### src/rtl/peripheral_gpio_apb4_arbiter_if.sv
// peripheral_gpio_apb4_arbiter_if: upstream APB4 masters plus downstream GPIO slave bus.
// The master modport is the environment view; the slave modport is the arbiter view.
interface peripheral_gpio_apb4_arbiter_if #(
    parameter int NUM_MASTERS = 2,
    parameter int PADDR_SIZE  = 10,
    parameter int PDATA_SIZE  = 8
);
    logic [NUM_MASTERS-1:0]            s_PSEL, s_PENABLE, s_PWRITE, s_PSTRB;
    logic [NUM_MASTERS*PADDR_SIZE-1:0] s_PADDR;
    logic [NUM_MASTERS*PDATA_SIZE-1:0] s_PWDATA;
    logic [PDATA_SIZE-1:0]             s_PRDATA;
    logic [NUM_MASTERS-1:0]            s_PREADY, s_PSLVERR;
    logic                              PSEL, PENABLE, PWRITE, PSTRB;
    logic [PADDR_SIZE-1:0]             PADDR;
    logic [PDATA_SIZE-1:0]             PWDATA, PRDATA;
    logic                              PREADY, PSLVERR;

    modport master (
        output s_PSEL, s_PENABLE, s_PWRITE, s_PSTRB, s_PADDR, s_PWDATA,
        input  s_PRDATA, s_PREADY, s_PSLVERR,
        input  PSEL, PENABLE, PWRITE, PSTRB, PADDR, PWDATA,
        output PRDATA, PREADY, PSLVERR
    );

    modport slave (
        input  s_PSEL, s_PENABLE, s_PWRITE, s_PSTRB, s_PADDR, s_PWDATA,
        output s_PRDATA, s_PREADY, s_PSLVERR,
        output PSEL, PENABLE, PWRITE, PSTRB, PADDR, PWDATA,
        input  PRDATA, PREADY, PSLVERR
    );
endinterface

### src/rtl/peripheral_gpio_apb4_arbiter.sv
// peripheral_gpio_apb4_arbiter: round-robin sharing of the GPIO APB4 slave among several masters,
// with a watchdog that aborts ACCESS phases lasting TIMEOUT cycles.
module peripheral_gpio_apb4_arbiter #(
    parameter int NUM_MASTERS = 2,
    parameter int PADDR_SIZE  = 10,
    parameter int PDATA_SIZE  = 8,
    parameter int TIMEOUT     = 255
) (
    input  logic                           PCLK,
    input  logic                           PRESET,
    peripheral_gpio_apb4_arbiter_if.slave  bus,
    output logic [$clog2(NUM_MASTERS)-1:0] grant_o,
    output logic                           busy_o
);
    localparam int GW = $clog2(NUM_MASTERS);
    localparam int CW = TIMEOUT > 1 ? $clog2(TIMEOUT) : 1;

    typedef enum logic [1:0] {IDLE, SETUP, ACCESS} state_t;

    state_t                 state_q, state_d;
    logic [GW-1:0]          grant_q, grant_d, ptr_q, ptr_d, pick;
    logic [CW-1:0]          cnt_q, cnt_d;
    logic [NUM_MASTERS-1:0] sel;
    logic                   done, abort, fin;
    logic                   unused_penable;

    assign unused_penable = ^bus.s_PENABLE;

    // Descending scan so the nearest requester after the pointer wins; the pointer itself is last.
    always_comb begin
        pick = ptr_q;
        for (int k = NUM_MASTERS; k >= 1; k--)
            if (bus.s_PSEL[(int'(ptr_q) + k) % NUM_MASTERS]) pick = GW'((int'(ptr_q) + k) % NUM_MASTERS);
    end

    assign done  = state_q == ACCESS && bus.PREADY;
    assign abort = state_q == ACCESS && !bus.PREADY && TIMEOUT != 0 && cnt_q == CW'(TIMEOUT - 1);
    assign fin   = done || abort;

    always_comb begin
        state_d = state_q == IDLE  ? (|bus.s_PSEL ? SETUP : IDLE) :
                  state_q == SETUP ? ACCESS : (fin ? IDLE : ACCESS);
        grant_d = state_q == IDLE && |bus.s_PSEL ? pick : grant_q;
        ptr_d   = done ? grant_q : ptr_q;
        cnt_d   = state_q != ACCESS || fin ? '0 : cnt_q + 1'b1;
        sel     = '0;
        sel[grant_q] = fin;
    end

    always_ff @(posedge PCLK or posedge PRESET) begin
        if (PRESET) begin
            state_q <= IDLE;
            grant_q <= '0;
            ptr_q   <= '0;
            cnt_q   <= '0;
        end else begin
            state_q <= state_d;
            grant_q <= grant_d;
            ptr_q   <= ptr_d;
            cnt_q   <= cnt_d;
        end
    end

    assign bus.PSEL      = state_q != IDLE;
    assign bus.PENABLE   = state_q == ACCESS;
    assign bus.PADDR     = bus.s_PADDR[grant_q*PADDR_SIZE +: PADDR_SIZE];
    assign bus.PWDATA    = bus.s_PWDATA[grant_q*PDATA_SIZE +: PDATA_SIZE];
    assign bus.PWRITE    = bus.s_PWRITE[grant_q];
    assign bus.PSTRB     = bus.s_PSTRB[grant_q];
    assign bus.s_PREADY  = sel;
    assign bus.s_PSLVERR = abort || bus.PSLVERR ? sel : '0;
    assign bus.s_PRDATA  = done ? bus.PRDATA : '0;
    assign grant_o       = grant_q;
    assign busy_o        = state_q != IDLE;
endmodule
### src/flat_wrapper.sv
// flat-port wrapper written by rule: the top's interface ports become plain ports
module peripheral_gpio_apb4_arbiter_flat 
#(
    parameter int NUM_MASTERS = 2,
    parameter int PADDR_SIZE  = 10,
    parameter int PDATA_SIZE  = 8,
    parameter int TIMEOUT     = 255
)
  (PCLK, PRESET, grant_o, busy_o, bus_s_PSEL, bus_s_PENABLE, bus_s_PWRITE, bus_s_PSTRB, bus_s_PADDR, bus_s_PWDATA, bus_s_PRDATA, bus_s_PREADY, bus_s_PSLVERR, bus_PSEL, bus_PENABLE, bus_PWRITE, bus_PSTRB, bus_PADDR, bus_PWDATA, bus_PRDATA, bus_PREADY, bus_PSLVERR);
  peripheral_gpio_apb4_arbiter_if #(.NUM_MASTERS(NUM_MASTERS), .PADDR_SIZE(PADDR_SIZE), .PDATA_SIZE(PDATA_SIZE)) bus_i ();
  input  logic PCLK;
  input  logic PRESET;
  output logic [$clog2(NUM_MASTERS)-1:0] grant_o;
  output logic busy_o;
  input wire logic [$bits(bus_i.s_PSEL)-1:0] bus_s_PSEL;
  input wire logic [$bits(bus_i.s_PENABLE)-1:0] bus_s_PENABLE;
  input wire logic [$bits(bus_i.s_PWRITE)-1:0] bus_s_PWRITE;
  input wire logic [$bits(bus_i.s_PSTRB)-1:0] bus_s_PSTRB;
  input wire logic [$bits(bus_i.s_PADDR)-1:0] bus_s_PADDR;
  input wire logic [$bits(bus_i.s_PWDATA)-1:0] bus_s_PWDATA;
  output wire logic [$bits(bus_i.s_PRDATA)-1:0] bus_s_PRDATA;
  output wire logic [$bits(bus_i.s_PREADY)-1:0] bus_s_PREADY;
  output wire logic [$bits(bus_i.s_PSLVERR)-1:0] bus_s_PSLVERR;
  output wire logic [$bits(bus_i.PSEL)-1:0] bus_PSEL;
  output wire logic [$bits(bus_i.PENABLE)-1:0] bus_PENABLE;
  output wire logic [$bits(bus_i.PWRITE)-1:0] bus_PWRITE;
  output wire logic [$bits(bus_i.PSTRB)-1:0] bus_PSTRB;
  output wire logic [$bits(bus_i.PADDR)-1:0] bus_PADDR;
  output wire logic [$bits(bus_i.PWDATA)-1:0] bus_PWDATA;
  input wire logic [$bits(bus_i.PRDATA)-1:0] bus_PRDATA;
  input wire logic [$bits(bus_i.PREADY)-1:0] bus_PREADY;
  input wire logic [$bits(bus_i.PSLVERR)-1:0] bus_PSLVERR;
  assign bus_i.s_PSEL = bus_s_PSEL;
  assign bus_i.s_PENABLE = bus_s_PENABLE;
  assign bus_i.s_PWRITE = bus_s_PWRITE;
  assign bus_i.s_PSTRB = bus_s_PSTRB;
  assign bus_i.s_PADDR = bus_s_PADDR;
  assign bus_i.s_PWDATA = bus_s_PWDATA;
  assign bus_s_PRDATA = bus_i.s_PRDATA;
  assign bus_s_PREADY = bus_i.s_PREADY;
  assign bus_s_PSLVERR = bus_i.s_PSLVERR;
  assign bus_PSEL = bus_i.PSEL;
  assign bus_PENABLE = bus_i.PENABLE;
  assign bus_PWRITE = bus_i.PWRITE;
  assign bus_PSTRB = bus_i.PSTRB;
  assign bus_PADDR = bus_i.PADDR;
  assign bus_PWDATA = bus_i.PWDATA;
  assign bus_i.PRDATA = bus_PRDATA;
  assign bus_i.PREADY = bus_PREADY;
  assign bus_i.PSLVERR = bus_PSLVERR;
  peripheral_gpio_apb4_arbiter #(.NUM_MASTERS(NUM_MASTERS), .PADDR_SIZE(PADDR_SIZE), .PDATA_SIZE(PDATA_SIZE), .TIMEOUT(TIMEOUT)) u_core (.PCLK(PCLK), .PRESET(PRESET), .bus(bus_i), .grant_o(grant_o), .busy_o(busy_o));
endmodule
### config.mk
export PLATFORM = sky130hd
export DESIGN_NAME = peripheral_gpio_apb4_arbiter_flat
export DESIGN_NICKNAME = d
export VERILOG_FILES = /design/src/rtl/peripheral_gpio_apb4_arbiter_if.sv /design/src/rtl/peripheral_gpio_apb4_arbiter.sv /design/src/flat_wrapper.sv
export SDC_FILE = /design/constraint.sdc
export NUM_CORES = 1
export LEC_CHECK = 0
export CAP_MARGIN = 20
export CORE_ASPECT_RATIO = 1.25
export CORE_UTILIZATION = 30
export DETAILED_ROUTE_END_ITERATION = 8
export GPL_ROUTABILITY_DRIVEN = 0
export GPL_TIMING_DRIVEN = 1
export MAX_ROUTING_LAYER = met4
export PLACE_DENSITY = 0.81
export SETUP_SLACK_MARGIN = 0.4
export SLEW_MARGIN = 30
export SYNTH_ARGS = -nofsm -noshare
export SYNTH_HDL_FRONTEND = slang
export SYNTH_SLANG_ARGS = --single-unit
### constraint.sdc
create_clock -name PCLK -period 1.7 [get_ports PCLK]
set_input_delay 0.17 -clock PCLK [delete_from_list [all_inputs] [get_ports PCLK]]
set_output_delay 0.17 -clock PCLK [all_outputs]
set_load 0.02 [all_outputs]
Word level (Yosys, flattened, before mapping)

Index checks and enable logic that the tools add are counted.
W data, S select, Z words.

Flip-flop bits (word level): 12
Input port bits: 56
Output and inout bits: 36
Logic and storage cells: 54

$add $sub $neg: 3
Multipliers: 1
$lt $le $gt $ge: 4
Equal/unequal tests: 4
Shifts and indexed selects: 2
Multiplexer cells: 21
Bitwise gates (word level): 3
Reduce and logical (&&, ||, !) cells: 12

Operators with widths:

| operator              | number |
|---|---|
| $shiftx A20 B6 Y10    | 1 |
| $mux W8               | 2 |
| $shiftx A16 B5 Y8     | 1 |
| $mux W1               | 14 |
| $add A8 B1 Y8 const B | 1 |
| $eq A8 B8 Y1 const B  | 1 |
| $mux W2               | 4 |
| $lt A2 B3 Y1 const B  | 2 |
| $logic_and A1 B1 Y1   | 5 |
| $mul A1 B3 Y4 const B | 1 |
| $logic_or A1 B1 Y1    | 3 |
| $add A1 B1 Y1 const B | 2 |
| $and A1 B1 Y1 const A | 2 |
| $and A2 B2 Y2         | 1 |
| $eq A2 B1 Y1 const B  | 1 |
| $eq A2 B2 Y1 const B  | 1 |
| $logic_not A2 Y1      | 1 |
| $lt A1 B2 Y1 const B  | 1 |
| $ne A2 B2 Y1 const B  | 1 |
| $reduce_bool A2 Y1    | 1 |
| $reduce_or A2 Y1      | 1 |
| $demux W1 S1          | 1 |
| $ge A1 B1 Y1 const B  | 1 |
| $logic_not A1 Y1      | 1 |

Longest topological paths before layout

Gate-level depths: netlist of the first run.

Depth in word-level cells: 7
Gate-level depth with buffers: 5
Gate-level depth less buffers: 5

Least setup slack after synthesis of the first run

OpenSTA, ideal clock, no wires.

Kind: register to output
Start: reg u_core.cnt_q[0]
End: out bus_s_PSLVERR[1]
Data arrival time: 1.274 ns
Required time: 1.530 ns
Slack: 0.256 ns
Cell stages (with the launch flop): 6
Buffers on the path: 0
Cell sequence: dfrtp_1 > inv_1 > ha_1 > and3_1 > a32oi_1 > nor2b_1

Longest elaborated chain between the ends: 5
Elaborated cells on any way between the ends: 6
Those cells by class: eq/ne (1); mux (1); bitwise (1); reduce/logical (3)

Ends and longest elaborated chain:

| what                    | RTL line                           | RTL |
|---|---|---|
| start, declared         | peripheral_gpio_apb4_arbiter.sv:22 | `logic [CW-1:0] cnt_q, cnt_d;` |
| start signal, assigned  | peripheral_gpio_apb4_arbiter.sv:60 | `cnt_q <= cnt_d;` |
| $eq A8 B8 Y1 *          | peripheral_gpio_apb4_arbiter.sv:37 | `assign abort = state_q == ACCESS && !bus.PREADY && TIMEOUT != 0 && cnt_q == CW'(TIMEOUT - 1);` |
| $logic_and A1 B1 Y1 *   | peripheral_gpio_apb4_arbiter.sv:37 |  |
| $logic_or A1 B1 Y1      | peripheral_gpio_apb4_arbiter.sv:38 | `assign fin = done \|\| abort;` |
| $and A2 B2 Y2 (no line) | n/a                                |  |
| $mux W2 *               | peripheral_gpio_apb4_arbiter.sv:71 | `assign bus.s_PSLVERR = abort \|\| bus.PSLVERR ? sel : '0;` |
| end, declared           | flat_wrapper.sv:23                 | `output wire logic [$bits(bus_i.s_PSLVERR)-1:0] bus_s_PSLVERR;` |

Mark *: on every way between the ends. The rest lies on a longest branch, timed or not.

Worst setup path in the final report of the first run

Start: reg u_core.state_q[0]
End: out bus_s_PSLVERR[1]

Longest elaborated chain between the ends: 6
Elaborated cells on any way between the ends: 8
Those cells by class: eq/ne (1); mux (1); bitwise (1); reduce/logical (5)

Ends and longest elaborated chain:

| what                              | RTL line                                                               | RTL |
|---|---|---|
| start, declared                   | peripheral_gpio_apb4_arbiter.sv:20                                     | `state_t state_q, state_d;` |
| start signal, assigned            | peripheral_gpio_apb4_arbiter.sv:57                                     | `state_q <= state_d;` |
| $eq A2 B2 Y1 *                    | peripheral_gpio_apb4_arbiter.sv:36, peripheral_gpio_apb4_arbiter.sv:37 |  |
| $logic_and A1 B1 Y1 (2 in series) | peripheral_gpio_apb4_arbiter.sv:37                                     |  |
| $logic_or A1 B1 Y1                | peripheral_gpio_apb4_arbiter.sv:38                                     |  |
| $and A2 B2 Y2 (no line)           | n/a                                                                    |  |
| $mux W2 *                         | peripheral_gpio_apb4_arbiter.sv:71                                     |  |

Marked as above.

==> results of run 1 <==
layer usage:
layer  share of wire  vias to the layer above  GRT usage
met5               0                        -          -
met4           0.015                        0     0.0912
met3           0.086                        9     0.0563
met2            0.56                       63      0.500
met1            0.34                      618      0.241
li1                -                      596          -
power groups by stage:
| stage | clock network [mW] | registers, mW | logic (mW) |
|---|---|---|---|
| after CTS | 0.240 | 0.401 | 1.90 |
| after floorplan | 0 | 0.406 | 0.898 |
| final | 0.237 | 0.425 | 2.54 |
| after global placement | 0 | 0.469 | 1.54 |
| after global routing | 0.249 | 0.427 | 2.63 |
| after detailed placement | 0 | 0.475 | 1.56 |
worst max-delay path, stage by stage (launching register included):
cell and delay, ns:
dfrtp_2 0.44, nor3b_4 0.34, a32oi_4 0.18, nor2b_2 0.15, buf_6 0.13
layout make-up:
cell class	count	area [um2]	share of cell area
repair buffers	126	1290	0.513
multi-input cells	76	823	0.327
flip-flops and latches	12	305	0.121
well taps	36	45.0	0.0179
clock buffers	4	36.3	0.0144
inverters	4	15.0	0.00597
layout by cell type, fill, tap and decap left out, drive strengths merged, types with 2 or more instances in the layout:
master / count
buf: 73
clkdlybuf4s50: 53
mux2: 21
dfrtp: 12
nor2: 12
and2: 8
clkbuf: 4
inv: 4
nand3: 4
nand2: 3
a21boi: 3
nor2b: 3
o221a: 2
xor2: 2
ha: 2
a21oi: 2
a31oi: 2
cell families (layout without fill, tap and decap cells):
group | after synthesis | in the layout
and+or+nand+nor | 37 | 37
AOI/OAI and AO/OA | 13 | 13
adders and majority gates | 2 | 2
DFF | 12 | 12
xor gates and xnor gates | 3 | 3
buffers and inverters | 10 | 134
muxes | 21 | 21
worst max path at each step:
stage                                  end  slack [ns]         startpoint
after floorplan            bus_s_PREADY[1]        0.35    u_core.cnt_q[0]
after global placement     bus_s_PRDATA[5]       -0.25         bus_PREADY
after detailed placement   bus_s_PRDATA[4]       -0.29         bus_PREADY
after CTS                 bus_s_PSLVERR[1]       0.005    u_core.cnt_q[1]
after global routing      bus_s_PSLVERR[1]       -0.02  u_core.state_q[0]
final                     bus_s_PSLVERR[1]       0.008  u_core.state_q[0]
sequential cells by signal (all words and copies together), names as in the netlist:
name	count
u_core.cnt_q	8
u_core.grant_o	1
u_core.ptr_q	1
u_core.state_q	2
repair_timing:
| item | in CTS | in global routing |
|---|---|---|
| resized for setup | 211 | 76 |
| pin swaps | 13 | 11 |
| hold buffers | 0 | 0 |
| endpoints found under the hold margin | 0 | 0 |
| setup endpoints to repair | 41 | 45 |
| setup buffers | 13 | 9 |
==> reports/metrics.cfg, run 1 <==
[run_status]
status=finished, final reports clean

[timing]
hold_viol=0
period_share=0.995
rsz0062_at_grt=true
fin_hold_ws_ns=0.182
clock_skew_ns=0.00224
finalSetupTns_ns=0
slew_headroom=0.697
worst_pin_slew_ns=0.455
setup_viol=0
fmax_ghz=0.591
worst_slack_ns=0.00793
layout_min_cycle_time_ns=1.69
slew_violations=0

[logic_synthesis]
synth_area_leaders=dfrtp_1, mux2_2, and2_1
postSynthAreaPerCell_um2=9.59
synth_edf_count=0
synth.area.mux_share=0.252
yosys.area.top_type_share=0.320
synth_adder_area_share=0.0266
ys.warnings.count=0
yosysMostFrequentCell=mux2_2
synth_top_area_cell=dfrtp_1
synth-compound-area-share=0.104
synth_cells=98
async_flop_share=1.00
yosysUniqueCellTypes=29
synth_top_cells_by_count=mux2_2, dfrtp_1, nor2_1
synthesis.area_um2=940
yosys.area_share.simple=0.220
syn-num-nets=156
synthXorXnorAreaFrac=0.0280
synth_ff_type=dfrtp_1
synth_seq_cells=12
seq_area_frac_synth=0.320
synth_top_family_by_area=multiplexers

[critical_path]
reg2reg_from=u_core.cnt_q[0]
cp_max_fo=3
required_ns=1.53
r2r_setup_slack_ns=0.17
r2r_cells=8
end_kind=output pin
crit_arrival_ns=1.52
worstSetupPathType=flip-flop to output pin
critPathLaunchType=flip-flop
r2r_end=u_core.cnt_q[5]

[power_and_ir_drop]
ir_drop_v=0.00104
intPower_mw=1.96
p_sw_frac=0.388
pwr-share-comb=0.793
power.switching_mw=1.24
fin_total_pwr_mw=3.20
p_per_area_nw_per_um2=1270
p_seq_frac=0.133
leakage_nw=1.15
clkPwrFrac=0.074

[routing]
wire_per_inst_um=21.0
antenna_left=0
drt_first_pass_iters=4
drtIter0Drc=33
route.detailed.drc=0
drt-vias-per-instance=4.98
routed-via-count=1286
drt_wl_total_um=5410

[placement]
placedCellCount=232
preCtsSetupSlack_ns=-0.287
dp_hpwl_um=3220
portBuffers=89
dpl_cell_area_um2=1980

[clock_tree]
cts.clk_slew.worst_paths_ns=0.08
numCtsBuffers=3
cts_tree=built
cts.sinks=12
cts_htree_levels=1
cts_root_buf=clkbuf_4
max-clock-path-buffers=2
worstSkewPairLatency_ns=0.28

[grt]
antenna_found_initial=0
grt_pass1_vias=1254
overflow=0
grt_pass1_wl_um=6220
track_usage=0.260
grt_max_degree=13

[floorplanning]
io_pins=92
die_w_um=52.1
die_area_um2=3360
die_h_um=64.6
coreArea_um2=2950
initial_core_util=0.319
rows=22

[finish]
finalInstanceArea_um2=2510
fillers=141
layout.cells.non_filler=258
drive_gt1_frac=0.599
final_core_util=0.854
area_growth_syn_to_layout_pct=168
fin_nets=281
antenna_cells=0

[min_path]
hp-class=input port to asynchronous set/reset pin

[job]
maxCapViolCount=0

Note: power is estimated with default switching activity, not from simulation.
==> run 2: changes to the inputs <==
--- a/config.mk
+++ b/config.mk
@@ -5,6 +5,7 @@
 export SDC_FILE = /design/constraint.sdc
 export NUM_CORES = 1
 export LEC_CHECK = 0
+export ABC_AREA = 0
 export CAP_MARGIN = 20
 export CORE_ASPECT_RATIO = 1.25
 export CORE_UTILIZATION = 30
==> results of run 2 <==
The final DEF is identical to that of run 1; final timing and power are the same.
==> patch 1: new RTL, flow settings as in run 1 <==
`PADDR_SIZE` is set to 10 in 3 places; all go to 9.
--- a/src/rtl/peripheral_gpio_apb4_arbiter_if.sv
+++ b/src/rtl/peripheral_gpio_apb4_arbiter_if.sv
@@ -3,5 +3,5 @@
 interface peripheral_gpio_apb4_arbiter_if #(
     parameter int NUM_MASTERS = 2,
-    parameter int PADDR_SIZE  = 10,
+    parameter int PADDR_SIZE  = 9,
     parameter int PDATA_SIZE  = 8
 );
--- a/src/rtl/peripheral_gpio_apb4_arbiter.sv
+++ b/src/rtl/peripheral_gpio_apb4_arbiter.sv
@@ -3,5 +3,5 @@
 module peripheral_gpio_apb4_arbiter #(
     parameter int NUM_MASTERS = 2,
-    parameter int PADDR_SIZE  = 10,
+    parameter int PADDR_SIZE  = 9,
     parameter int PDATA_SIZE  = 8,
     parameter int TIMEOUT     = 255
--- a/src/flat_wrapper.sv
+++ b/src/flat_wrapper.sv
@@ -3,5 +3,5 @@
 #(
     parameter int NUM_MASTERS = 2,
-    parameter int PADDR_SIZE  = 10,
+    parameter int PADDR_SIZE  = 9,
     parameter int PDATA_SIZE  = 8,
     parameter int TIMEOUT     = 255
Interface: changed (resized bus_PADDR and bus_s_PADDR); port bits go from 92 to 89. No check against the original RTL was run, so the function may have changed too.
==> patch 1 against run 1 <==
The flow now finishes with violations (setup timing); non-clock buffer count is 7 higher; sequential cell count stayed put; clock skew is 0.0058 ns higher; routed wire length is 2.5% higher; combinational power is 7% higher; total power is 6.1% higher; final area is 2.6% higher; worst setup slack worse by 0.0086 ns; global-route usage is 0.65 points lower; die area is 1.3% lower; fmax is 0.50% lower; worst hold slack better by 0.029 ns; synthesized area is 1.3% lower.
==> patch 1: results (changes against run 1) <==
met2 wire length: 3050 microns (was 3000 microns)
# fillers: 111 (was 141)
clk_lat worst skew: 0.28 ns (about the same)
CTS Buffer Depth: 2 (unchanged)
I/O Buffers: 86 (was 89)
sequential share of the synthesized area: 32.4% (was 32.0%)
Worst-Margin Slew: 0.465 ns (was 0.455 ns)
first-pass GRT wire length: 6040 microns (was 6220 microns)
hpwl dp: 2880 microns (was 3220 microns)
crit path from: u_core.state_q[1] (was u_core.state_q[0])
max layer used: met4 (unchanged)
status: finished with violations (was complete, no violations)
Synthesized Nets: 155 (was 156)
H-tree Lvls: 1 (unchanged)
largest net degree at the start of global routing: 18 (was 13)
CTS buffer count: 3 (unchanged)
first drt pass iteration count: 4 (unchanged)
Peak supply drop: 0.993 mV (was 1.04 mV)
Leakage: 1.17 nW (was 1.15 nW)
Area contributors post-synth: dfrtp_1 32%, mux2_2 24%, and2_1 5.4% (was dfrtp_1 32%, mux2_2 25%, and2_1 5.3%)
DP Worst Slack: -0.362 ns (was -0.287 ns)
final net count: 287 (was 281)
fraction of layout cells with a size suffix above 1: 61.3% (was 59.9%)
final setup violation count: 1 (was 0)
DR vias/cell: 5.17 (was 4.98)
clk slew on worst S/H paths: 0.08 ns (about the same)
maximum fanout along the worst path: 3 (unchanged)
Netlist cell types: 29 (unchanged)
synth cell count leaders: 20 x mux2_2, 12 x dfrtp_1, 10 x nor2_1 (was 21 x mux2_2, 12 x dfrtp_1, 12 x nor2_1)
initial drt markers: 19 (was 33)
DRT met1 WL: 1980 microns (was 1860 microns)
largest registers: u_core.cnt_q x8, u_core.state_q x2 (unchanged)
CTS root buffer: clkbuf_4 (unchanged)
skew final: 0.00800 ns (was 0.00224 ns)
DR WL met3: 343 microns (was 463 microns)
total track usage: 25.4% (was 26.0%)
violated checks: setup timing
Worst Path Arrival: 1.53 ns
Ant. Diodes: 0 (unchanged)
Sum Neg Setup Slack: -0.000661 ns (was 0 ns)
number of global-route vias before repair: 1323 (was 1254)
initial antenna violation count: 0 (unchanged)
FFs w/ async S/R, synth: 100% (unchanged)
Worst R2R Start: u_core.cnt_q[0] (unchanged)
Worst Hold Class: input pin to async pin (unchanged)
post-route setup slack: -0.000661 ns (was 0.00793 ns)
Ys Warns: 0 (unchanged)
total routed wirelength: 5540 microns (was 5410 microns)
[patch 1: cells by family after synthesis]
logic type / share of synthesized area, %
xor+xnor: 2.83
flops: 32.4
fa+ha+maj: 2.70
buf+inv: 5.13
mux: 24.3
compound gates: 7.96
simple gates: 24.7
[patch 1: critical path: stages (launching register included)]
cell and delay [ns]:
dfrtp_1 0.43, nor3b_2 0.26, buf_4 0.18, a32oi_4 0.12, nor2b_2 0.14, buf_6 0.12
[patch 1: worst paths after layout]
kind                       depth (start not counted)  slack [ns]                to
min in group PCLK                                  2        0.53    u_core.grant_o
min                                                2        0.21   u_core.cnt_q[7]
max reg2reg                                        9        0.01   u_core.cnt_q[4]
max in group asynchronous                          2        1.15    u_core.grant_o
max                                                5     -0.0007  bus_s_PSLVERR[1]
min reg2reg                                        1        0.57      u_core.ptr_q
[patch 1: routing by layer]
layer  GRT usage, %  vias up
met5              -        -
met4           7.09        0
met3           4.52       14
met2           51.9       75
met1           22.1      672
li1               -      615
[patch 1: repair_timing]
item,in CTS,in global routing
gates cloned,0,2
resized for setup,202,69
pin swaps,15,11
setup buffers,16,13
setup endpoints to repair,43,46
[patch 1: final cells by class]
type	count	area [sq um]	share of cell area, %
repair buffers	133	1390	54.0
multi-input cells	77	790	30.6
flip-flops and latches	12	302	11.7
well taps	36	45.0	1.75
clock buffers	4	36.3	1.41
inverters	4	15.0	0.582
[patch 1: power by group]
part / total [mW] / switching [mW] / internal, mW
combinational: 2.73 / 1.12 / 1.61
clock: 0.232 / 0.101 / 0.130
sequential: 0.430 / 0.0830 / 0.347
total: 3.40 / 1.30 / 2.09
[patch 1: per-stage QoR]
stage                     cells  hold WS (ns)  utilization (%)  cell area, sq um
final                       266         0.210             87.6              2580
after global routing        266         0.258             87.6              2580
after CTS                   251         0.205             74.1              2180
after detailed placement    231         0.503             66.7              1970
after global placement      231         0.492             66.7              1970
after floorplan              99        0.0346                -               967
==> patch 2: new RTL, settings of run 1 <==
Made on the original files. Encoding of `state_t`: now one-hot (3 bits for 3 states).
--- a/src/rtl/peripheral_gpio_apb4_arbiter.sv
+++ b/src/rtl/peripheral_gpio_apb4_arbiter.sv
@@ -16,5 +16,5 @@
     localparam int CW = TIMEOUT > 1 ? $clog2(TIMEOUT) : 1;
 
-    typedef enum logic [1:0] {IDLE, SETUP, ACCESS} state_t;
+    typedef enum logic [2:0] {IDLE = 3'b001, SETUP = 3'b010, ACCESS = 3'b100} state_t;
 
     state_t                 state_q, state_d;
Formal check against the unedited RTL: no difference found for any inputs over 10 cycles, from zero or initial values and one cycle with PRESET high; not proved beyond that.
==> patch 2 against run 1 <==
The run now ends with setup timing left; worst setup slack lost 0.13 ns; sequential power is 4.9% higher; final area grew 2.2%; sequential cell count is 1 higher; routed wire length decreased by 1.4%; worst hold slack better by 0.037 ns; total power grew 12%; synthesized area increased by 1.3%; largest cell class unchanged; highest routed layer unchanged.
==> patch 2: results (changes against run 1) <==
status: finished with violations (was complete, no violations)
violated checks: setup timing
Post-Synth XOR/XNOR Area: 2.76% (was 2.80%)
Slowest cell on crit path: dfrtp_1 (was dfrtp_2)
area of the multi-input gates: 768 sq um (was 823 sq um)
Multi-In Gates: 77 (was 76)
Vias: 1378 (was 1286)
Area contributors post-synth: dfrtp_1 32%, mux2_1 18%, mux2_2 7.1% (was dfrtp_1 32%, mux2_2 25%, and2_1 5.3%)
fraction of layout cells with a size suffix above 1: 57.8% (was 59.9%)
maximum fanout along the worst path: 4 (was 3)
fin area: 0.00257 sq mm (was 0.00251 sq mm)
number of global-route vias before repair: 1349 (was 1254)
final net count: 291 (was 281)
largest registers: u_core.cnt_q x8, u_core.state_q x3 (was u_core.cnt_q x8, u_core.state_q x2)
hpwl dp: 2990 microns (was 3220 microns)
Post-CTS Setup Bufs: 12 (was 13)
DP Worst Slack: -0.246 ns (was -0.287 ns)
Die ar.: 0.00340 sq mm (was 0.00336 sq mm)
initial drt markers: 39 (was 33)
final setup violation count: 5 (was 0)
synth cell count leaders: 15 x mux2_1, 12 x dfrtp_1, 9 x and3_1, 9 x nor2_1 (was 21 x mux2_2, 12 x dfrtp_1, 12 x nor2_1)
DP Area: 0.00210 sq mm (was 0.00198 sq mm)
syn_area_per_cell: 9.33 sq um (was 9.59 sq um)
sequential share of the synthesized area: 34.3% (was 32.0%)
FF+latch count: 13 (was 12)
Synthesized Nets: 160 (was 156)
Peak supply drop: 0.907 mV (was 1.04 mV)
# fillers: 134 (was 141)
fraction of area in registers: 12.7% (was 12.1%)
total track usage: 25.2% (was 26.0%)
placed cells: 241 (was 232)
post-route setup slack: -0.120 ns (was 0.00793 ns)
[patch 2: final timing paths]
kind	end	cells past startpoint	slack, ns	from
min in group PCLK	u_core.grant_o	2	0.51	bus_s_PSEL[0]
max in group asynchronous	u_core.grant_o	2	1.11	PRESET
min reg2reg	u_core.ptr_q	1	0.54	u_core.ptr_q
max reg2reg	u_core.ptr_q	7	0.06	u_core.state_q[0]
max	bus_s_PSLVERR[1]	6	-0.12	u_core.cnt_q[0]
min	u_core.cnt_q[0]	2	0.22	PRESET
[patch 2: metal layers]
metal / up-vias / share of wire [%] / track usage (%)
met1: 660 / 30 / 19.8
met5: - / 0 / -
met4: 0 / 3.5 / 8.55
met3: 15 / 8.6 / 5.63
met2: 81 / 58 / 52.4
li1: 622 / - / -
[patch 2: power by group]
group          leakage, nW  switching, mW  total, mW  internal (mW)
Combinational         1.00           1.24       2.94           1.70
Clock               0.0150          0.100      0.191         0.0910
Sequential           0.168         0.0621      0.446          0.384
Total                 1.18           1.40       3.57           2.17
